### src/rtl/mem_stage_pkg.sv
// Shared pipeline definitions for the memory-access stage: bus records,
// opcode and exception constants, and the request FSM state type.
package mem_stage_pkg;

  localparam int unsigned XLEN = 32;

  localparam logic [6:0] LW     = 7'b0000011;
  localparam logic [6:0] SW     = 7'b0100011;
  localparam logic [6:0] ALUopR = 7'b0110011;
  localparam logic [6:0] ALUopI = 7'b0010011;
  localparam logic [6:0] NOP    = 7'b0000000;

  localparam logic [2:0] EXC_NONE           = 3'd0;
  localparam logic [2:0] EXC_LOAD_MISALIGN  = 3'd1;
  localparam logic [2:0] EXC_STORE_MISALIGN = 3'd2;

  typedef enum logic [1:0] {
    IDLE,
    REQ,
    WAIT
  } mem_state_t;

  typedef struct packed {
    logic            valid;
    logic [6:0]      opcode;
    logic [4:0]      rd;
    logic [XLEN-1:0] alu_result;
    logic [XLEN-1:0] store_data;
    logic [31:0]     inst;
  } ex_mem_bus_t;

  typedef struct packed {
    logic [6:0]      opcode;
    logic [4:0]      rd;
    logic [XLEN-1:0] wb_value;
  } mem_wb_bus_t;

  localparam mem_wb_bus_t WB_BUBBLE = '{opcode: NOP, rd: 5'd0, wb_value: '0};

  function automatic logic is_mem_op(input logic [6:0] op);
    return (op == LW) || (op == SW);
  endfunction

endpackage

### src/rtl/mem_stage_if.sv
// Data-memory request/response port: valid/ready request channel plus a
// single-beat response (read data or store acknowledge).
interface mem_stage_if #(
  parameter int unsigned XLEN = 32
);
  logic            dreq_valid;
  logic            dreq_ready;
  logic            dreq_we;
  logic [XLEN-1:0] dreq_addr;
  logic [XLEN-1:0] dreq_wdata;
  logic            dresp_valid;
  logic [XLEN-1:0] dresp_rdata;

  modport master (
    output dreq_valid, dreq_we, dreq_addr, dreq_wdata,
    input  dreq_ready, dresp_valid, dresp_rdata
  );

  modport slave (
    input  dreq_valid, dreq_we, dreq_addr, dreq_wdata,
    output dreq_ready, dresp_valid, dresp_rdata
  );
endinterface

### src/rtl/mem_stage_req_fsm.sv
// Request sequencer for the memory stage: IDLE/REQ/WAIT, flush drop flag,
// registered dreq_* outputs and upstream stall generation.
module mem_req_fsm
  import mem_stage_pkg::*;
(
  input  logic            clock,
  input  logic            reset,
  input  logic            start,
  input  logic            flush,
  input  logic [6:0]      opcode,
  input  logic [4:0]      rd,
  input  logic [XLEN-1:0] addr,
  input  logic [XLEN-1:0] wdata,
  mem_stage_if.master     dmem,
  output logic            busy,
  output logic            stall_out,
  output logic            resp_fire,
  output logic [6:0]      op_q,
  output logic [4:0]      rd_q
);

  mem_state_t state;
  logic       drop;

  assign busy      = (state != IDLE);
  // A flush arriving with the response kills it just like an earlier one.
  assign resp_fire = (state == WAIT) && dmem.dresp_valid && !drop && !flush;

  always_comb begin
    stall_out = 1'b0;
    case (state)
      IDLE:    stall_out = start;
      REQ:     stall_out = 1'b1;
      WAIT:    stall_out = !dmem.dresp_valid;
      default: stall_out = 1'b0;
    endcase
  end

  always_ff @(posedge clock or negedge reset) begin
    if (!reset) begin
      state           <= IDLE;
      drop            <= 1'b0;
      dmem.dreq_valid <= 1'b0;
      dmem.dreq_we    <= 1'b0;
      dmem.dreq_addr  <= '0;
      dmem.dreq_wdata <= '0;
      op_q            <= NOP;
      rd_q            <= '0;
    end else begin
      case (state)
        IDLE: begin
          if (start) begin
            dmem.dreq_valid <= 1'b1;
            dmem.dreq_we    <= (opcode == SW);
            dmem.dreq_addr  <= addr;
            dmem.dreq_wdata <= wdata;
            op_q            <= opcode;
            rd_q            <= rd;
            drop            <= 1'b0;
            state           <= REQ;
          end
        end
        REQ: begin
          // Once the handshake completes the response must still be consumed.
          if (dmem.dreq_ready) begin
            dmem.dreq_valid <= 1'b0;
            drop            <= flush;
            state           <= WAIT;
          end else if (flush) begin
            dmem.dreq_valid <= 1'b0;
            state           <= IDLE;
          end
        end
        WAIT: begin
          if (dmem.dresp_valid) begin
            drop  <= 1'b0;
            state <= IDLE;
          end else if (flush) begin
            drop <= 1'b1;
          end
        end
        default: state <= IDLE;
      endcase
    end
  end

endmodule

### src/rtl/mem_stage.sv
// Memory-access pipeline stage between EX and writeback: issues LW/SW on the
// data-memory port, builds the writeback record and flags misaligned accesses.
module mem_stage
  import mem_stage_pkg::*;
#(
  parameter int unsigned XLEN = mem_stage_pkg::XLEN
) (
  input  logic         clock,
  input  logic         reset,
  input  ex_mem_bus_t  ex_mem_bus_in,
  input  logic         flush,
  output logic         stall_out,
  mem_stage_if.master  dmem,
  output mem_wb_bus_t  mem_wb_bus_out,
  output logic [2:0]   excpt_out,
  output logic [31:0]  excpt_inst_out
);

  logic [XLEN-1:0] alu_result;
  logic            ex_live;
  logic            is_mem;
  logic            misaligned;
  logic            start;
  logic            busy;
  logic            resp_fire;
  logic [6:0]      op_q;
  logic [4:0]      rd_q;

  assign alu_result = ex_mem_bus_in.alu_result;
  assign ex_live    = ex_mem_bus_in.valid && !flush;
  assign is_mem     = is_mem_op(ex_mem_bus_in.opcode);
  assign misaligned = (alu_result[1:0] != 2'b00);
  assign start      = ex_live && is_mem && !misaligned;

  mem_req_fsm u_req_fsm (
    .clock     (clock),
    .reset     (reset),
    .start     (start),
    .flush     (flush),
    .opcode    (ex_mem_bus_in.opcode),
    .rd        (ex_mem_bus_in.rd),
    .addr      (alu_result),
    .wdata     (ex_mem_bus_in.store_data),
    .dmem      (dmem),
    .busy      (busy),
    .stall_out (stall_out),
    .resp_fire (resp_fire),
    .op_q      (op_q),
    .rd_q      (rd_q)
  );

  always_ff @(posedge clock or negedge reset) begin
    if (!reset) begin
      mem_wb_bus_out <= WB_BUBBLE;
      excpt_out      <= EXC_NONE;
      excpt_inst_out <= '0;
    end else begin
      mem_wb_bus_out <= WB_BUBBLE;
      excpt_out      <= EXC_NONE;
      excpt_inst_out <= '0;
      if (resp_fire) begin
        mem_wb_bus_out <= '{opcode:   op_q,
                            rd:       rd_q,
                            wb_value: (op_q == LW) ? dmem.dresp_rdata : '0};
      end else if (!busy && ex_live) begin
        if (!is_mem) begin
          mem_wb_bus_out <= '{opcode:   ex_mem_bus_in.opcode,
                              rd:       ex_mem_bus_in.rd,
                              wb_value: alu_result};
        end else if (misaligned) begin
          excpt_out      <= (ex_mem_bus_in.opcode == LW) ? EXC_LOAD_MISALIGN : EXC_STORE_MISALIGN;
          excpt_inst_out <= ex_mem_bus_in.inst;
        end
      end
    end
  end

endmodule

### src/flat_wrapper.sv
// flat-port wrapper written by rule: the top's interface ports become plain ports
module mem_stage_flat import mem_stage_pkg::*;
#(
  parameter int unsigned XLEN = mem_stage_pkg::XLEN
)
  (clock, reset, ex_mem_bus_in, flush, stall_out, mem_wb_bus_out, excpt_out, excpt_inst_out, dmem_dreq_valid, dmem_dreq_we, dmem_dreq_addr, dmem_dreq_wdata, dmem_dreq_ready, dmem_dresp_valid, dmem_dresp_rdata);
  mem_stage_if #(.XLEN(XLEN)) dmem_i ();
  input  logic clock;
  input  logic reset;
  input  ex_mem_bus_t ex_mem_bus_in;
  input  logic flush;
  output logic stall_out;
  output mem_wb_bus_t mem_wb_bus_out;
  output logic [2:0] excpt_out;
  output logic [31:0] excpt_inst_out;
  output wire logic [$bits(dmem_i.dreq_valid)-1:0] dmem_dreq_valid;
  output wire logic [$bits(dmem_i.dreq_we)-1:0] dmem_dreq_we;
  output wire logic [$bits(dmem_i.dreq_addr)-1:0] dmem_dreq_addr;
  output wire logic [$bits(dmem_i.dreq_wdata)-1:0] dmem_dreq_wdata;
  input wire logic [$bits(dmem_i.dreq_ready)-1:0] dmem_dreq_ready;
  input wire logic [$bits(dmem_i.dresp_valid)-1:0] dmem_dresp_valid;
  input wire logic [$bits(dmem_i.dresp_rdata)-1:0] dmem_dresp_rdata;
  assign dmem_dreq_valid = dmem_i.dreq_valid;
  assign dmem_dreq_we = dmem_i.dreq_we;
  assign dmem_dreq_addr = dmem_i.dreq_addr;
  assign dmem_dreq_wdata = dmem_i.dreq_wdata;
  assign dmem_i.dreq_ready = dmem_dreq_ready;
  assign dmem_i.dresp_valid = dmem_dresp_valid;
  assign dmem_i.dresp_rdata = dmem_dresp_rdata;
  mem_stage #(.XLEN(XLEN)) u_core (.clock(clock), .reset(reset), .ex_mem_bus_in(ex_mem_bus_in), .flush(flush), .stall_out(stall_out), .dmem(dmem_i), .mem_wb_bus_out(mem_wb_bus_out), .excpt_out(excpt_out), .excpt_inst_out(excpt_inst_out));
endmodule
### config.mk
export PLATFORM = sky130hd
export DESIGN_NAME = mem_stage_flat
export DESIGN_NICKNAME = d
export VERILOG_FILES = /design/src/rtl/mem_stage_pkg.sv /design/src/rtl/mem_stage_if.sv /design/src/rtl/mem_stage_req_fsm.sv /design/src/rtl/mem_stage.sv /design/src/flat_wrapper.sv
export SDC_FILE = /design/constraint.sdc
export NUM_CORES = 1
export LEC_CHECK = 0
export CAP_MARGIN = 40
export CORE_ASPECT_RATIO = 2
export CORE_UTILIZATION = 32
export CTS_CLUSTER_SIZE = 16
export DETAILED_ROUTE_END_ITERATION = 10
export GPL_ROUTABILITY_DRIVEN = 0
export PLACE_DENSITY = 0.76
export SYNTH_ARGS = -nofsm -noshare
export SYNTH_HDL_FRONTEND = slang
export SYNTH_HIERARCHICAL = 1
export SYNTH_SLANG_ARGS = --single-unit
### constraint.sdc
create_clock -name clock -period 5.8 [get_ports clock]
set_input_delay 0.87 -clock clock [delete_from_list [all_inputs] [get_ports clock]]
set_output_delay 0.87 -clock clock [all_outputs]
set_load 0.1 [all_outputs]
# Yosys cells after proc, flatten, opt, wreduce, memory -nomap -nowiden
# Index checks and enable logic that the tools add are counted.
# word_totals
reg_bits	160
latch_bits	0
ramBits	0
romBits	0
inputBits	146
memories	0
# op_classes
n_addsub	0
multipliers	0
div	0
n_lt_le_gt_ge	0
eq_ne	10
shifts	0
mux	28
n_bitwise	0
reduce_logical	22
# op_table
operator	n
2-to-1 mux 32 bit	5
2-to-1 mux 44 bit	3
equality test 7 x 2 -> 1 bit, second input constant	2
2-to-1 mux 3 bit	4
2-to-1 mux 2 bit	5
equality test 7 x 6 -> 1 bit, second input constant	1
logical AND 1 bit	7
2-to-1 mux 1 bit	7
inequality test 2 bit, second input constant	3
inequality test 3 bit, second input constant	2
case mux 1 bit (3 select lines)	2
case mux 2 bit (3 select lines)	1
AND reduction 3 bit	2
nonzero test 2 bit	3
zero test 1 bit	5
AND reduction 4 bit	1
nonzero test 3 bit	1
equality test 2 x 1 -> 1 bit, second input constant	1
equality test 2 bit, second input constant	1
zero test 2 bit	1
case mux 1 bit (2 select lines)	1
AND reduction 2 bit	1
logical OR 1 bit	1

# Depth between registers and ports, before layout
# Gate-level depths: netlist (run 1).
# depth
depth_word	6
mapped_depth	8

# By module
# Netlist (run 1), hierarchy kept.
# modules_own_cells
module	instances	cells_per_inst	area_each_um2	seq_area_each_um2
mem_req_fsm	1	201	3246.9	2026.9
mem_stage	1	179	2768.9	1951.9

# Least setup slack after synthesis (run 1)
# No wires, ideal clock.
# synth_timing
path_kind	input to output
start	input ex_mem_bus_in[105] (netlist name)
end	output stall_out
arrival_ns	3.338
required_ns	4.930
path_slack_ns	1.592
stages	6
n_path_buf	2
path_cell_list	nor4_1 and3_1 nand2_2 buf_6 buf_6 a21oi_1
# synth_between
elab_chain_len	5
word_cells_on_any_way	6
# synth_lines
item	line_no	source
start: declaration	flat_wrapper.sv:10	input ex_mem_bus_t ex_mem_bus_in;
equality test 7 x 2 -> 1 bit or equality test 7 x 6 -> 1 bit (tied branches)	mem_stage_pkg.sv:41	return (op == LW) || (op == SW);
logical OR 1 bit (*)	mem_stage_pkg.sv:41	
logical AND 1 bit (*) (2 in series)	mem_stage.sv:33	assign start = ex_live && is_mem && !misaligned;
net u_core.start	mem_stage.sv:23	logic start;
case mux 1 bit (3 select lines) (*)	mem_stage_req_fsm.sv:31	case (state)
end: declaration	flat_wrapper.sv:12	output logic stall_out;
# Mark *: on every way through the listed nets, which the timed path passes. The rest lies on a longest branch.

# Worst setup path after layout (run 1)
# Same ends and word-level chain as after synthesis.

==> flow_summary_export.csv, run 1 <==
group,metric,value,unit
clock_tree,post_cts_resized,0,
power,total_leakage_power,0.005725,uW
grt,grt_pass1_vias,5842,
timing,setup-tns-final,0,ps
synth,yosysTopAreaCell,"dfrtp_1",
timing,fmax,0.2679,GHz
grt,grt_usage,0.2180,
synth,netlist_instances,380,
power,power_density,265.1,nW/um^2
floorplanning,row_count,70,
placement,postPlaceCellArea,11880,sq um
synth,yosys_warnings,6,
layout,n_fill_cell,1175,
power,seq_power_share,0.362,
worst_setup_path,endpoint_kind,"output port",
placement,port_buffers,290,
drt,drt_iter0_drc,121,
power,clock_power_share,0.323,
synth,ys_types,38,
synth,synthArstFlopShare,1.000,
power,p_sw,1102,uW
layout,layout-drive-gt1-share,0.3522,
synth,ys_top_cells_by_count,"dfrtp_1 (159), mux2_2 (70), and2_1 (35), a22o_1 (22), a22o_2 (22)",
timing,setup_slack,2067,ps
timing,setup-violations-final,0,
drt,vias_per_cell,4.742,
layout,multi_input_area,1908,sq um
status,status,"completed",
floorplanning,die_area,19380,sq um
timing,skew,10.46,ps
timing,drv_slew,0,
timing,rsz0062_at_grt,"false",
power,intPower,2197,uW
drt,drtAntennaViolNets,0,
clock_tree,cts_max_level,4,
timing,whs,307.7,ps
floorplanning,coreArea,18310,sq um
timing,fin_crit,3733,ps
placement,detailed_place_hpwl,16010,microns
grt,antenna_found_initial,2,
grt,busiest_layer,"met2",
worst_setup_path,crit_fanout,4,
job,drv_cap,0,
floorplanning,die_x,98.95,microns
drt,firstDrtPassIters,4,
layout,syn2layout_area_growth,106.8,%
synth,synth_most_common_cell,"dfrtp_1",
worst_setup_path,regToRegStartpoint,"u_core/u_req_fsm/state[0]$_DFFE_PN0P_",
power,switching_share,0.3341,
power,comb_power_share,0.315,
clock_tree,numCtsBuffers,17,
drt,routedWlPerCell,19.25,microns
worst_setup_path,required,4930,ps
worst_setup_path,cp.arrival,2860,ps
clock_tree,clk_latency,420,ps
floorplanning,die_h,195.9,microns
grt,grtUsageMet1,0.2056,
timing,max_slew_margin,0.3626,
grt,grt_pass1_wl,31350,microns
grt,met3_usage,0.04988,
floorplanning,ioPinCount,292,
synth,yosysSeqAreaShare,0.6614,
clock_tree,cts_setup_buffers,0,
clock_tree,cts_tree,"yes",
synth,synth_edf_count,0,
timing,worstMarginPinSlew,956.0,ps
floorplanning,initial_core_util,0.3286,
clock_tree,hold_buffers,0,
grt,grt_max_degree,76,
drt,drt-total-wl,20210,microns
drt,dr_total_vias,4979,
placement,pre_cts_ws,2065,ps
grt,use_met2,0.4116,
synth,ys_ff_latch,159,
placement,numPlacedInstances,1017,
clock_tree,cts.path.max_buffers,2,
worst_setup_path,r2r_slack,3250,ps
synth,syn-cell-area,6016,sq um
timing,hold_viol,0,
timing,finalCritPeriodShare,0.6437,
synth,synth_nets,533,
grt,overflow,0,
worst_setup_path,critical_path_class,"in -> out",
clock_tree,clk_pin_slew,60,ps
clock_tree,cts-root-buf,"clkbuf_16",
synth,synth.area.top_cells,"dfrtp_1 (66%), mux2_2 (13%), a22o_2 (3.7%)",
layout,regArea,3979,sq um
worst_hold_path,hp-class,"in -> async",
synth,synth_top_area_share,0.6614,
worst_setup_path,startpoint,"ex_mem_bus_in[105]",
clock_tree,clock-sinks,159,
worst_setup_path,crit_path_start_kind,"input pin",
layout,fin_cells,1050,
layout,num-nets-final,973,
layout,finalInstanceArea,12440,sq um
drt,drc,0,
synth,syn_area_per_cell,15.83,sq um
synth,synthFlopType,"dfrtp_1",
power,irDropWorstVdd,0.0001937,V
-- sequential cells by signal, summed over array words and instances (netlist names) --
| signal | count |
|---|---|
| u_core/u_req_fsm/state | 2 |
| u_core/u_req_fsm/op_q | 7 |
| u_core/u_req_fsm/dmem.dreq_addr | 32 |
| u_core/u_req_fsm/rd_q | 5 |
| u_core/u_req_fsm/dmem.dreq_wdata | 32 |
| u_core/mem_wb_bus_out | 44 |
| u_core/excpt_inst_out | 32 |
| u_core/excpt_out | 2 |
| u_core/u_req_fsm/dmem.dreq_valid | 1 |
| u_core/u_req_fsm/dmem.dreq_we | 1 |
| u_core/u_req_fsm/drop | 1 |
-- through the flow --
| stage | utilization | power [uW] |
|---|---|---|
| 6_report | 0.6798 | 3299 |
| 4_1_cts | 0.6795 | 3343 |
| 3_5_place_dp | 0.6489 | 2259 |
| 5_1_grt | 0.6798 | 3423 |
| 3_3_place_gp | 0.4975 | 2019 |
| 2_1_floorplan | - | 1747 |
-- layout by cell type, fill, tap and decap left out, types with 3 or more instances in the layout --
cell type,netlist,layout
buf_16,0,45
clkdlybuf4s50_1,0,288
inv_1,5,5
a22o_1,22,22
clkinvlp_4,0,4
ha_1,7,7
clkbuf_16,0,17
mux2_4,7,7
and2_1,35,35
buf_8,0,100
nand2_1,3,3
inv_6,0,5
dfrtp_1,159,159
buf_4,1,5
mux2_2,70,70
a22o_2,22,22
-- area by class of cell --
type                       instances  share of cell area
antenna                            2           0.0004022
clock buffer                      17             0.03419
clock inverter                    14             0.01076
inverter                           5            0.001508
multi-input combinational        196              0.1533
sequential                       159              0.3198
tap                              216             0.02172
timing repair buffer             441              0.4583
-- power by group through the flow --
stage	Combinational (uW)	Clock [uW]	Sequential (uW)
2_1_floorplan	186	0	1560
3_3_place_gp	809	0	1210
3_5_place_dp	1040	0	1220
4_1_cts	1050	1100	1190
5_1_grt	1080	1140	1200
6_report	1040	1060	1190
-- worst max-delay path: stages --
cell	delay [ps]
clkdlybuf4s50_1	450
nor4_1	680
and3_1	350
nand2_4	70
a21oi_1	120
buf_4	320
-- worst paths after layout --
kind                                                              endpoint  depth (start not counted)
max reg2reg                            u_core/excpt_inst_out[10]$_DFF_PN0_                          6
max in group asynchronous              u_core/mem_wb_bus_out[15]$_DFF_PN0_                          3
min                        u_core/u_req_fsm/dmem.dreq_wdata[6]$_DFFE_PN0P_                          1
min in group clock               u_core/u_req_fsm/dmem.dreq_we$_DFFE_PN0P_                          2
max                                                              stall_out                          6
min reg2reg                      u_core/u_req_fsm/dmem.dreq_we$_DFFE_PN0P_                          2
-- logic make-up after synthesis --
family                     share of synthesized area
DFF                                           0.6614
muxes                                         0.1518
and+or+nand+nor                              0.06614
AOI/OAI and AO/OA                            0.08049
buffers and inverters                        0.02496
adders and majority gates                    0.01456
other                                      0.0006234
-- routing by layer --
| metal | wire length (microns) | vias to the layer above | share of wire |
|---|---|---|---|
| li1 | - | 2231 | - |
| met1 | 6474 | 2450 | 0.32 |
| met2 | 11610 | 235 | 0.57 |
| met3 | 970 | 63 | 0.048 |
| met4 | 1157 | 0 | 0.057 |
| met5 | 0 | - | 0 |
Note: power is estimated with default switching activity, not from simulation.
==> run 2: changes to the inputs <==
==> constraint.sdc (replaced) <==
create_clock -name clock -period 3.6 [get_ports clock]
set_input_delay 0.54 -clock clock [delete_from_list [all_inputs] [get_ports clock]]
set_output_delay 0.54 -clock clock [all_outputs]
set_load 0.1 [all_outputs]
==> flow_summary_export.csv, run 2 (synthesized netlist as in run 1, its figures left out) <==
group,metric,value,unit
status,status,"completed",
power,power_density,435.3,nW/um^2
timing,skew,10.86,ps
worst_setup_path,cp_cell_sequence,"clkdlybuf4s50_1, nor4_1, buf_4, and3_1, nand2_4, a21oi_1, buf_12",
layout,fin_cells,1053,
power,irDropWorstVdd,0.0003130,V
clock_tree,clk_latency,420,ps
grt,grt_usage,0.2076,
worst_setup_path,crit_fanout,4,
placement,port_buffers,290,
worst_setup_path,cp.arrival,2290,ps
grt,grt_max_degree,97,
timing,drv_slew,0,
timing,max_slew_margin,0.4130,
layout,layout-drive-gt1-share,0.3545,
grt,grt_pass1_vias,5709,
timing,whs,202.0,ps
layout,num-nets-final,976,
floorplanning,ioPinCount,292,
grt,antenna_found_initial,2,
layout,most-common-layout-cells,"clkdlybuf4s50_1 (288), dfrtp_1 (159), buf_8 (109)",
clock_tree,cts.path.max_buffers,2,
layout,syn2layout_area_growth,105.6,%
grt,grt_pass1_wl,30170,microns
layout,largest_register_ffs,44,
timing,setup-tns-final,0,ps
power,total_leakage_power,0.005708,uW
grt,overflow,0,
drt,routedWlPerCell,18.45,microns
clock_tree,numCtsBuffers,17,
drt,drt-total-wl,19430,microns
placement,numPlacedInstances,1020,
worst_hold_path,hp-class,"in -> async",
layout,final_common_cell,"clkdlybuf4s50_1",
floorplanning,die_h,195.9,microns
worst_setup_path,endpoint_kind,"output port",
worst_setup_path,critical_path_class,"in -> out",
placement,detailed_place_hpwl,15190,microns
drt,drtAntennaViolNets,0,
drt,drt_iter0_drc,110,
worst_setup_path,worst_path_max_delay_cell,"clkdlybuf4s50_1",
floorplanning,initial_core_util,0.3286,
timing,fin_crit,2833,ps
drt,vias_per_cell,4.652,
clock_tree,clk_pin_slew,60,ps
clock_tree,cts_tree,"yes",
drt,firstDrtPassIters,4,
drt,drc,0,
worst_setup_path,cpPeakStageDelay,470,ps
floorplanning,die_area,19380,sq um
timing,finalCritPeriodShare,0.7868,
drt,dr_total_vias,4899,
clock_tree,cts_max_level,4,
worst_setup_path,crit_path_start_kind,"input pin",
clock_tree,cts-root-buf,"clkbuf_16",
placement,postPlaceCellArea,11780,sq um
job,drv_cap,0,
timing,setup-violations-final,0,
layout,finalInstanceArea,12370,sq um
floorplanning,row_count,70,
clock_tree,hold_buffers,0,
timing,fmax,0.3530,GHz
clock_tree,clock-sinks,159,
clock_tree,cts_setup_buffers,0,
timing,worstMarginPinSlew,880.4,ps
clock_tree,post_cts_resized,0,
worst_setup_path,required,3060,ps
timing,hold_viol,0,
layout,largest_register,"u_core/mem_wb_bus_out",
floorplanning,die_x,98.95,microns
floorplanning,coreArea,18310,sq um
timing,rsz0062_at_grt,"false",
-- run 2: changes by cell type in the layout (fill, tap and decap cells not counted) --
cell	change
buf_6	-1
buf_12	+1
buf_16	-10
clkinv_2	-1
buf_8	+9
bufinv_16	+1
buf_4	+4
-- run 2: final timing paths --
path / slack, ps / startpoint / cells past startpoint / end
worst max-delay path: 770 / ex_mem_bus_in[107] / 7 / stall_out
worst min-delay path: 200 / reset / 1 / u_core/u_req_fsm/dmem.dreq_wdata[11]$_DFFE_PN0P_
worst max register to register: 1210 / u_core/u_req_fsm/state[0]$_DFFE_PN0P_ / 9 / u_core/mem_wb_bus_out[28]$_DFF_PN0_
worst min register to register: 490 / u_core/u_req_fsm/dmem.dreq_we$_DFFE_PN0P_ / 2 / u_core/u_req_fsm/dmem.dreq_we$_DFFE_PN0P_
max in group asynchronous: 2470 / reset / 2 / u_core/u_req_fsm/dmem.dreq_addr[5]$_DFFE_PN0P_
min in group clock: 490 / u_core/u_req_fsm/dmem.dreq_we$_DFFE_PN0P_ / 2 / u_core/u_req_fsm/dmem.dreq_we$_DFFE_PN0P_
-- run 2: per-layer routing --
layer	global-route usage	wire [microns]
met1	0.2007	6311
met2	0.3934	11220
met3	0.04809	944
met4	0.1183	949
met5	0	0
-- run 2: per-stage QoR --
stage	total power, uW	util	worst slack (ps)
detailed placement	3643	0.6434	660.3
floorplan	2815	-	51.83
CTS	5460	0.6753	755.9
global placement	3275	0.5003	638.9
global route	5580	0.6756	615.9
finish	5384	0.6756	767.4
-- run 2: layout make-up --
cell class	instances	area, sq um
fill	1191	5938
timing repair buffer	444	5602
sequential	159	3979
multi-input combinational	196	1908
clock buffer	17	425.4
tap	216	270.3
clock inverter	14	158.9
inverter	5	18.77
antenna	2	5.005
-- run 2: worst max-delay path: cells and delay by family --
| family | cells | cell delay, ps |
|---|---|---|
| buffers and inverters | 3 | 880 |
| AND/OR/NAND/NOR | 3 | 600 |
| AO/OA/AOI/OAI | 1 | 270 |
-- run 2: power by group --
part	internal (uW)	switching [uW]	leakage, uW
combinational	707	975	0.00323
clock	1030	748	0.000275
sequential	1880	44.7	0.00220
total	3620	1770	0.00571
